--- src/rtl/rv32_mem_arbiter.sv ---
// Arbiter for one single-port memory shared by the RV32 fetch unit and the
// load/store path. Data requests win arbitration, but fetch is guaranteed a
// grant after STARVE_LIMIT consecutive data grants. Each access runs a
// req/ack handshake; if the memory stays silent for TIMEOUT cycles, the
// access is aborted and answered with an error.
module rv32_mem_arbiter #(
  parameter int unsigned STARVE_LIMIT = 4,
  parameter int unsigned TIMEOUT      = 255
) (
  input  logic        i_clk,
  input  logic        i_rst,
  input  logic        i_f_req,
  input  logic [31:0] i_f_addr,
  output logic        o_f_gnt,
  output logic        o_f_valid,
  output logic [31:0] o_f_rdata,
  output logic        o_f_err,
  input  logic        i_d_req,
  input  logic        i_d_we,
  input  logic [3:0]  i_d_be,
  input  logic [31:0] i_d_addr,
  input  logic [31:0] i_d_wdata,
  output logic        o_d_gnt,
  output logic        o_d_valid,
  output logic [31:0] o_d_rdata,
  output logic        o_d_err,
  output logic        o_m_req,
  output logic        o_m_we,
  output logic [3:0]  o_m_be,
  output logic [31:0] o_m_addr,
  output logic [31:0] o_m_wdata,
  input  logic        i_m_ack,
  input  logic [31:0] i_m_rdata
);

  localparam logic [1:0] IDLE   = 2'd0;
  localparam logic [1:0] BUSY_F = 2'd1;
  localparam logic [1:0] BUSY_D = 2'd2;
  localparam logic [1:0] RESP   = 2'd3;

  // The wait counter only needs to reach TIMEOUT-1: the abort fires at the
  // end of the cycle in which it holds that value.
  localparam int unsigned CW = (TIMEOUT < 2) ? 1 : $clog2(TIMEOUT);
  localparam int unsigned SW = (STARVE_LIMIT < 1) ? 1 : $clog2(STARVE_LIMIT + 1);

  logic [1:0]    state;
  logic [CW-1:0] wait_cnt;
  logic [SW-1:0] d_streak;

  logic arb_slot;
  logic grant_d;
  logic grant_f;
  logic busy;
  logic ack_hit;
  logic tmo_hit;

  // Arbitration and completion decode for the current cycle.
  always_comb begin
    arb_slot = (state == IDLE) || (state == RESP);
    grant_d  = arb_slot && i_d_req && !(i_f_req && (d_streak == SW'(STARVE_LIMIT)));
    grant_f  = arb_slot && i_f_req && !grant_d;
    busy     = (state == BUSY_F) || (state == BUSY_D);
    // Ack beats timeout when both land in the same cycle.
    ack_hit  = busy && i_m_ack;
    tmo_hit  = busy && !i_m_ack && (wait_cnt == CW'(TIMEOUT - 1));
  end

  // Sequencer state, memory-side request registers and requester responses.
  always_ff @(posedge i_clk) begin
    if (i_rst) begin
      state     <= IDLE;
      wait_cnt  <= '0;
      d_streak  <= '0;
      o_f_gnt   <= 1'b0;
      o_f_valid <= 1'b0;
      o_f_rdata <= '0;
      o_f_err   <= 1'b0;
      o_d_gnt   <= 1'b0;
      o_d_valid <= 1'b0;
      o_d_rdata <= '0;
      o_d_err   <= 1'b0;
      o_m_req   <= 1'b0;
      o_m_we    <= 1'b0;
      o_m_be    <= '0;
      o_m_addr  <= '0;
      o_m_wdata <= '0;
    end else begin
      o_f_gnt   <= 1'b0;
      o_d_gnt   <= 1'b0;
      o_f_valid <= 1'b0;
      o_d_valid <= 1'b0;

      // Streak counts data grants won while fetch was waiting.
      if (!i_f_req || grant_f) begin
        d_streak <= '0;
      end else if (grant_d) begin
        d_streak <= d_streak + SW'(1);
      end

      case (state)
        IDLE, RESP: begin
          if (grant_d) begin
            state     <= BUSY_D;
            wait_cnt  <= '0;
            o_d_gnt   <= 1'b1;
            o_m_req   <= 1'b1;
            o_m_we    <= i_d_we;
            o_m_be    <= i_d_be;
            o_m_addr  <= i_d_addr;
            o_m_wdata <= i_d_wdata;
          end else if (grant_f) begin
            state     <= BUSY_F;
            wait_cnt  <= '0;
            o_f_gnt   <= 1'b1;
            o_m_req   <= 1'b1;
            o_m_we    <= 1'b0;
            o_m_be    <= 4'hF;
            o_m_addr  <= i_f_addr;
            o_m_wdata <= '0;
          end else begin
            state <= IDLE;
          end
        end
        BUSY_F, BUSY_D: begin
          wait_cnt <= wait_cnt + CW'(1);
          if (ack_hit || tmo_hit) begin
            state   <= RESP;
            o_m_req <= 1'b0;
            if (state == BUSY_F) begin
              o_f_valid <= 1'b1;
              o_f_err   <= tmo_hit;
              o_f_rdata <= ack_hit ? i_m_rdata : 32'h0;
            end else begin
              o_d_valid <= 1'b1;
              o_d_err   <= tmo_hit;
              // Stores carry no read data back.
              o_d_rdata <= (ack_hit && !o_m_we) ? i_m_rdata : 32'h0;
            end
          end
        end
        default: state <= IDLE;
      endcase
    end
  end

endmodule
--- config.mk ---
export PLATFORM = sky130hd
export DESIGN_NAME = rv32_mem_arbiter
export DESIGN_NICKNAME = d
export VERILOG_FILES = /design/src/rtl/rv32_mem_arbiter.sv
export SDC_FILE = /design/constraint.sdc
export NUM_CORES = 1
export LEC_CHECK = 0
export CAP_MARGIN = 15
export CELL_PAD_IN_SITES_DETAIL_PLACEMENT = 0
export CELL_PAD_IN_SITES_GLOBAL_PLACEMENT = 1
export CORE_ASPECT_RATIO = 0.6
export CORE_MARGIN = 4
export CORE_UTILIZATION = 27
export CTS_CLUSTER_DIAMETER = 120
export DETAILED_ROUTE_END_ITERATION = 10
export HOLD_SLACK_MARGIN = 0.03
export PLACE_DENSITY = 0.78
export SYNTH_ARGS = -nofsm -noshare
export SYNTH_HDL_FRONTEND = slang
export SYNTH_SLANG_ARGS = --single-unit
--- constraint.sdc ---
create_clock -name i_clk -period 1.74 [get_ports i_clk]
set_input_delay 0.348 -clock i_clk [delete_from_list [all_inputs] [get_ports i_clk]]
set_output_delay 0.348 -clock i_clk [all_outputs]
set_load 0.05 [all_outputs]
==> Yosys cells after proc, flatten, opt, wreduce, memory -nomap -nowiden <==
Cells that the tools add are included.
{ "totals": {"wordCells": 84, "output_inout_bits": 140, "ff_bits": 153, "input_bits": 138} }
{ "op_classes": {"bitwise": 4, "n_mux": 25, "n_eq_ne": 7, "reduce_logical": 30, "n_addsub": 2} }
{ "op_table": {"columns": ["cell", "count"], "rows": [
  ["2-to-1 mux 32 bit", 6],
  ["2-to-1 mux 8 bit", 2],
  ["case mux 8 bit (2 select lines)", 1],
  ["2-to-1 mux 1 bit", 10],
  ["logical AND 1 bit", 9],
  ["adder 8 x 1 -> 8 bit (second input constant)", 1],
  ["== test 8 bit (second input constant)", 1],
  ["2-to-1 mux 4 bit", 2],
  ["OR reduction 2 bit", 4],
  ["AND reduction 3 bit", 2],
  ["OR reduction 3 bit", 2],
  ["logical NOT 1 bit", 5],
  ["== test 2 bit (second input constant)", 2],
  ["logical OR 1 bit", 4],
  ["2-to-1 mux 2 bit", 2],
  ["inverter 1 bit", 4],
  ["case mux 2 bit (2 select lines)", 1],
  ["AND reduction 2 bit", 2],
  ["adder 3 x 1 -> 3 bit (second input constant)", 1],
  ["== test 3 bit (second input constant)", 1],
  ["inequality test 3 bit (second input constant)", 1],
  ["== test 2 x 1 -> 1 bit (second input constant)", 1],
  ["logical NOT 2 bit", 1],
  ["inequality test 2 bit (second input constant)", 1],
  ["other kinds (2)", 2]
]} }

==> Logic depth before layout (Yosys ltp) <==
Gate-level depths: netlist (run 1).
{ "depth": {"word_depth": 9, "mapped_depth": 8, "depth_no_buf": 6} }

==> Least setup slack after synthesis (run 1) <==
OpenSTA, ideal clock, no wires.
{ "synth_timing": {"path_kind": "register to register", "start": "reg state[1]", "end": "reg o_d_rdata[10]", "path_slack_ns": -0.060, "t_required_ns": 1.623, "setup_ns": 0.117, "n_path_buf": 2, "path_stages_with_launch": 9, "synth_period_minus_slack_ns": 1.800, "t_arrival_ns": 1.683, "cell_sequence": "dfxtp_1 -> inv_1 -> ha_1 -> nand4b_1 -> o311a_1 -> buf_6 -> nand2b_4 -> buf_6 -> a22o_1"} }
{ "synth_between": {"elab_chain_len": 6, "word_cells_on_any_way": 12, "classes_between": "eq/ne (2); mux (1); bitwise (1); reduce/logical (8)"} }
{ "synth_lines": {"columns": ["element", "line", "text"], "rows": [
  ["start: declaration", "46", "logic [1:0] state;"],
  ["start signal: assignment", "71", "state <= IDLE;"],
  ["start signal: assignment", "103", "state <= BUSY_D;"],
  ["start signal: assignment", "112", "state <= BUSY_F;"],
  ["== test 2 x 1 -> 1 bit / == test 2 bit (equally long branches)", "62, 100, 129", null],
  ["logical OR 1 bit", "62", "busy = (state == BUSY_F) || (state == BUSY_D);"],
  ["logical AND 1 bit (2 in a row)", "65", "tmo_hit = busy && !i_m_ack && (wait_cnt == CW'(TIMEOUT - 1));"],
  ["logical OR 1 bit", "126", "if (ack_hit || tmo_hit) begin"],
  ["AND reduction 3 bit (no source line)", null, null],
  ["end signal: assignment", "137", "o_d_rdata <= (ack_hit && !o_m_we) ? i_m_rdata : 32'h0;"],
  ["end: declaration", "25", "output logic [31:0] o_d_rdata,"]
]} }
Several ways; a longest one is shown, not always the timed one.
A chain may end at the register's enable or synchronous reset.

==> Worst setup path in the final report (run 1) <==
{ "layout_timing": {"start": "reg state[1]", "end": "reg o_d_rdata[30]"} }
The elaborated chain is that of the path after synthesis.

==> impl_metrics.yaml, run 1 <==
pwr:
  p_leak_nw: 3.98
  finalPower_mw: 11.9
  power_density_nw_per_um2: 1240
  vdd.ir_drop.worst_uv: 684
die:
  die_x_um: 198
  fp-row-count: 41
  core_um2: 21200
  io_pins: 278
  start_util_pct: 27.7
  fp.dieH_um: 122
  die-area_um2: 24200
drt:
  drtIter0Drc: 322
  viasPerCell: 4.85
  drt_pass1_iterations: 4
  vias: 5833
  drt-total-wl_um: 21500
  drc: 0
  wl_per_cell_um: 17.9
  ant_nets: 0
grt:
  grt_pass1_vias: 5658
  antenna_found_initial: 0
  grt_usage_pct: 16.7
  overflow: 0
  grt_pass1_wl_um: 31500
  grt_start_max_net_pins: 75
sta:
  finalCritPeriodShare_pct: 102
  fin_crit_ns: 1.77
  finClkSkew_ns: 0.00645
  worstMarginPinSlew_ns: 0.531
  finalHoldViolCount: 0
  hold_ws_ns: 0.174
  drv_slew: 0
  max_freq_mhz: 565
  finalSetupViolCount: 18
  setup_tns_ns: -0.191
  setup_ws_ns: -0.0285
  rsz0062_at_grt: "yes"
  slew_headroom_pct: 64.5
job:
  drv_cap: 0
status:
  violations: "negative setup slack"
  outcome: "finished with violations"
clocking:
  cts-root-buf: "clkbuf_16"
  clk_path_buf_depth: 2
  htreeDepth: 4
  clock_sinks: 153
  numCtsBuffers: 17
  cts.clk_slew.worst_paths_ns: 0.06
  tritoncts: "done"
  clkLatencyLatePin_ns: 0.42
synth:
  yosysUniqueCellTypes: 35
  syn-num-nets: 774
  syn_area_per_cell_um2: 9.28
  yosys-top-cells-area: "dfxtp_1 52%, a22o_1 9.7%, a311oi_1 4.9%, nand2_1 4.8%, nor2b_1 3.6%"
  synth_area_um2: 5860
  synth_top_cell_area_share_pct: 52.3
  yosysSeqAreaShare_pct: 52.3
  synth_top_cell_by_area: "dfxtp_1"
  ys_ff_latch: 153
  synth_warnings: 0
  synth_cells: 631
worst_setup_path:
  end_kind: "register"
  path_max_fanout: 8
  cp.arrival_ns: 2.08
  max_stage_delay_ns: 0.39
  slowest_stage: "o311a_4"
  start_kind: "register"
  worst-setup-path-type: "register to register"
  critPathRequiredTime_ns: 2.05
  crit_chain: "inv_2 -> ha_4 -> nand4b_1 -> o311a_4 -> nand2b_4 -> a22o_1"
finish:
  syn_to_final_growth_pct: 63.8
  diodes: 0
  nNetsFinal: 1054
  n_fill_cell: 2033
  drive_gt1_share_pct: 25.7
hold_path:
  min_path_type: "input pin to register"
placed_design:
  port_buffers: 277
  hpwlAfterDp_um: 13900
  place.gp.congestion: 0.785
==> cells in the final DEF, fill, tap and decap left out, drive strengths merged, types with 4 or more instances in the layout <==
cell type      instances
nand3                 39
dfxtp                153
o21ai                 36
a211oi                 6
a22o                  65
clkdlybuf4s50        136
buf                  177
nand2b                 5
nand2                 75
clkinv                 4
nor2b                 34
ha                     5
clkbuf                27
nor2                  45
a31oi                 33
a311oi                33
inv                    7
a21oi                 15
==> critical path: cells and delay by family (launching register included) <==
| kind | cells | cell delay [ns] |
|---|---|---|
| compound gates | 2 | 0.63 |
| fa+ha+maj | 1 | 0.21 |
| buf+inv | 1 | 0.04 |
| flops | 1 | 0.33 |
| simple gates | 2 | 0.45 |
==> area by class of cell <==
type                    instances  area (um^2)  area share (%)
clock inverters                 7         91.3           0.952
flip-flops and latches        153         3070            31.9
clock buffers                  24          492            5.12
inverters                       7         26.3           0.274
well taps                     279          349            3.64
repair buffers                317         2940            30.6
multi-input cells             415         2630            27.4
==> what timing repair did <==
action                                 in CTS  in global routing
endpoints found under the hold margin       0                  0
setup endpoints to repair                  61                 96
setup buffers                               1                  0
hold buffers                                0                  0
gates resized for setup                     7                 12
pin swaps                                   1                  2
gates cloned                                4                  3
==> synthesized netlist by cell type <==
| cell | n |
|---|---|
| a311oi_1 | 33 |
| nand4_2 | 1 |
| nor3_1 | 1 |
| a211oi_1 | 6 |
| buf_2 | 18 |
| nand4b_1 | 2 |
| nand2b_1 | 1 |
| buf_1 | 3 |
| a31oi_1 | 33 |
| nor3_2 | 1 |
| dfxtp_1 | 153 |
| or2_2 | 3 |
| a22oi_1 | 1 |
| mux2i_1 | 1 |
| and3_1 | 3 |
| and2_1 | 1 |
| nand3_1 | 39 |
| nand2_1 | 75 |
| nor2b_1 | 34 |
| or3_1 | 3 |
| nand2b_4 | 1 |
| o21ai_0 | 6 |
| a22o_1 | 65 |
| o21ai_1 | 29 |
| o211ai_1 | 2 |
| mux2_2 | 2 |
| inv_1 | 7 |
| nor2_1 | 45 |
| buf_6 | 4 |
| o21ai_2 | 1 |
| o311a_1 | 1 |
| ha_1 | 5 |
| o22ai_1 | 2 |
| clkbuf_1 | 34 |
| a21oi_1 | 15 |
==> flip-flops by register name (all words and copies together) (netlist names) <==
name       count
o_m_wdata     32
o_d_valid      1
o_f_err        1
o_m_be         4
o_m_req        1
o_d_err        1
o_m_we         1
state          2
o_f_rdata     32
o_d_gnt        1
o_d_rdata     32
o_m_addr      32
o_f_gnt        1
d_streak       3
o_f_valid      1
wait_cnt       8
==> metrics by stage <==
stage	instance area (um^2)	worst slack, ns	cells	utilization, %
floorplan	5870	-0.0334	631	-
finish	9600	-0.0285	1202	45.3
detailed placement	8770	-0.149	1163	41.4
CTS	9460	-0.0221	1199	44.7
global placement	8770	-0.121	1163	41.4
global route	9600	-0.0962	1202	45.3
==> power breakdown <==
| group | switching (mW) | total [mW] | internal [mW] |
|---|---|---|---|
| registers | 0.245 | 4.16 | 3.91 |
| clock network | 1.47 | 3.73 | 2.25 |
| logic | 2.55 | 4.05 | 1.49 |
==> path summary, 6_finish.rpt <==
| kind | end | from | slack, ns | depth (start not counted) |
|---|---|---|---|---|
| max reg2reg | o_d_rdata[30] | state[1] | -0.03 | 6 |
| max | o_d_rdata[30] | state[1] | -0.03 | 6 |
| min | state[1] | i_rst | 0.17 | 2 |
| min reg2reg | o_f_rdata[1] | o_f_rdata[1] | 0.46 | 2 |
==> metal layers <==
| layer | up-vias | wire (um) | GRT usage, % |
|---|---|---|---|
| li1 | 2853 | - | - |
| met1 | 2751 | 10600 | 23.4 |
| met2 | 209 | 8700 | 23.7 |
| met3 | 20 | 1880 | 6.03 |
| met4 | 0 | 293 | 5.59 |
| met5 | - | 0 | 0 |
==> cell families (layout without fill, tap and decap cells) <==
group           after synthesis  count (layout)  synth area share (%)
fa+ha+maj                     5               5                  1.07
flops                       153             153                  52.3
compound gates              194             194                  24.1
mux                           3               3                 0.555
simple gates                210             213                  16.8
buf+inv                      66             355                  5.13
Note: power is estimated with default switching activity, not from simulation.
==> run 2, diff against run 1 <==
- CORE_UTILIZATION: 27 -> 29
- PLACE_DENSITY: 0.78 -> 0.8
- clock period: 1.74 -> 1.8 ns (I/O delays scaled with it)
==> run 2 against run 1 <==
  * The flow still finishes with violations (negative setup slack)
  * Power shrank 4.7%
  * Sequential share of layout area about the same
  * Sequential power down 4%
  * Worst setup slack better by 0.023 ns
  * Via count shrank 0.12%
  * Global-route usage up 0.17 points
  * Wire length about the same
  * Cell count is 1.2% lower
  * Largest cell class unchanged
  * Highest routed layer unchanged
==> impl_metrics.yaml, run 2 (synthesis gave the netlist of run 1 again) <==
sta:
  worstMarginPinSlew_ns: 0.736
  fin_crit_ns: 1.81
  slew_headroom_pct: 51.0
  drv_slew: 0
  finalSetupViolCount: 2
  setup_ws_ns: -0.00546
  finalCritPeriodShare_pct: 100
  setup_tns_ns: -0.00769
  finClkSkew_ns: 0.00940
  rsz0062_at_grt: "yes"
  finalHoldViolCount: 0
  max_freq_mhz: 554
drt:
  viasPerCell: 4.90
  drtIter0Drc: 200
  routed.top_layer: "met4"
  drc: 0
  vias: 5826
  drt-total-wl_um: 21500
  ant_nets: 0
  drt_pass1_iterations: 7
  dr_wl_met3_um: 2280
  m1WireLength_um: 10300
  wl_met2_um: 8730
  wl_per_cell_um: 18.1
finish:
  diodes: 0
  final_core_util_pct: 49.5
  syn_to_final_growth_pct: 64.0
  instances_no_fill: 1188
  nNetsFinal: 1052
  layout_common_cells: "157 x buf_4, 151 x dfxtp_1, 136 x clkdlybuf4s50_1"
  postLayoutCellArea_um2: 9610
  final_common_cell: "buf_4"
  drive_gt1_share_pct: 26.1
  n_fill_cell: 1833
job:
  drv_cap: 0
placed_design:
  dp_cells: 1144
  port_buffers: 277
  hpwlAfterDp_um: 13800
  placed_area_um2: 8680
  place.gp.congestion: 0.751
clocking:
  numCtsBuffers: 17
  htreeDepth: 4
  clk_path_buf_depth: 2
  postCtsHoldBufs: 0
  clock_sinks: 153
  cts-root-buf: "clkbuf_16"
  tritoncts: "done"
  clkLatencyLatePin_ns: 0.43
  cts.clk_slew.worst_paths_ns: 0.06
worst_setup_path:
  worst-setup-path-type: "register to register"
  endpoint: "o_d_rdata[17]"
  worstReg2RegEnd: "o_d_rdata[17]"
  r2r_cells: 7
  critPathLaunch: "state[1]"
  path_max_fanout: 8
  critPathRequiredTime_ns: 2.11
  start_kind: "register"
  end_kind: "register"
  r2r_slack_ns: -0.005
  cp.arrival_ns: 2.12
  r2r-start: "state[1]"
die:
  core_um2: 19400
  die-area_um2: 22600
  io_pins: 278
  start_util_pct: 30.2
  fp-row-count: 39
  fp.dieH_um: 118
  die_x_um: 191
pwr:
  vdd.ir_drop.worst_uv: 642
  p_leak_nw: 3.94
  power_density_nw_per_um2: 1180
  finalPower_mw: 11.4
grt:
  antenna_found_initial: 0
  grt_pass1_vias: 5511
  overflow: 0
  grt_pass1_wl_um: 30300
  grt_usage_pct: 16.9
  grt_start_max_net_pins: 67
status:
  outcome: "finished with violations"
  violations: "negative setup slack"
hold_path:
  min_path_type: "input pin to register"
[run 2: changes by cell type in the layout (fill, tap and decap cells not counted), moves of 3 or more]
cell / before / now
clkbuf_16: 20 / 24
buf_6: 1 / 4
nor2_1: 44 / 40
a311oi_2: 1 / 7
nor2_2: 1 / 4
a311oi_1: 32 / 26
buf_4: 165 / 157
nand2b_4: 5 / 1
[run 2: what timing repair did]
item                                   CTS  global route
resized for setup                        1            30
buffers inserted                         0             1
endpoints found under the hold margin    0             0
gates cloned                             0            11
setup endpoints to repair               42            91
pin swaps                                1             2
[run 2: stage by stage]
step           setup WS, ns  hold slack [ns]
6_report           -0.00546            0.153
5_1_grt             -0.0776            0.138
4_1_cts              0.0100            0.127
3_5_place_dp        -0.0763            0.451
3_3_place_gp        -0.0430            0.446
2_1_floorplan       0.00748            0.460
[run 2: power by group]
| group | internal, mW | switching [mW] | total [mW] |
|---|---|---|---|
| logic | 1.47 | 2.50 | 3.97 |
| registers | 3.78 | 0.232 | 4.01 |
| clock network | 2.01 | 1.38 | 3.38 |
| total | 7.26 | 4.11 | 11.4 |
[run 2: critical path, stage by stage, from the launching register on]
cell	delay, ns
dfxtp_2	0.33
inv_2	0.04
ha_4	0.20
nand4b_1	0.20
o311a_1	0.35
nand2b_4	0.20
clkbuf_16	0.19
a22o_1	0.18
[run 2: area by class of cell]
type	instances	area, um^2	share of cell area, %
Clock inverter	7	67.6	0.703
Clock buffer	25	485	5.05
Sequential cell	153	3070	31.9
Multi-Input combinational cell	413	2630	27.4
Inverter	7	26.3	0.273
Timing Repair Buffer	317	3000	31.2
Tap cell	266	333	3.46
[run 2: worst min-delay path by stage]
| stage | cells past startpoint | startpoint | endpoint |
|---|---|---|---|
| after floorplan | 2 | wait_cnt[2] | wait_cnt[2] |
| after global placement | 2 | o_f_rdata[12] | o_f_rdata[12] |
| after detailed placement | 2 | o_f_rdata[2] | o_f_rdata[2] |
| after CTS | 2 | i_rst | wait_cnt[6] |
| after global routing | 2 | i_rst | wait_cnt[6] |
| final | 2 | i_rst | wait_cnt[6] |
[run 2: routing by layer]
| layer | vias to the layer above | GRT usage, % |
|---|---|---|
| met4 | 0 | 5.02 |
| li1 | 2849 | - |
| met5 | - | 0 |
| met2 | 245 | 23.9 |
| met1 | 2717 | 22.9 |
| met3 | 15 | 7.65 |
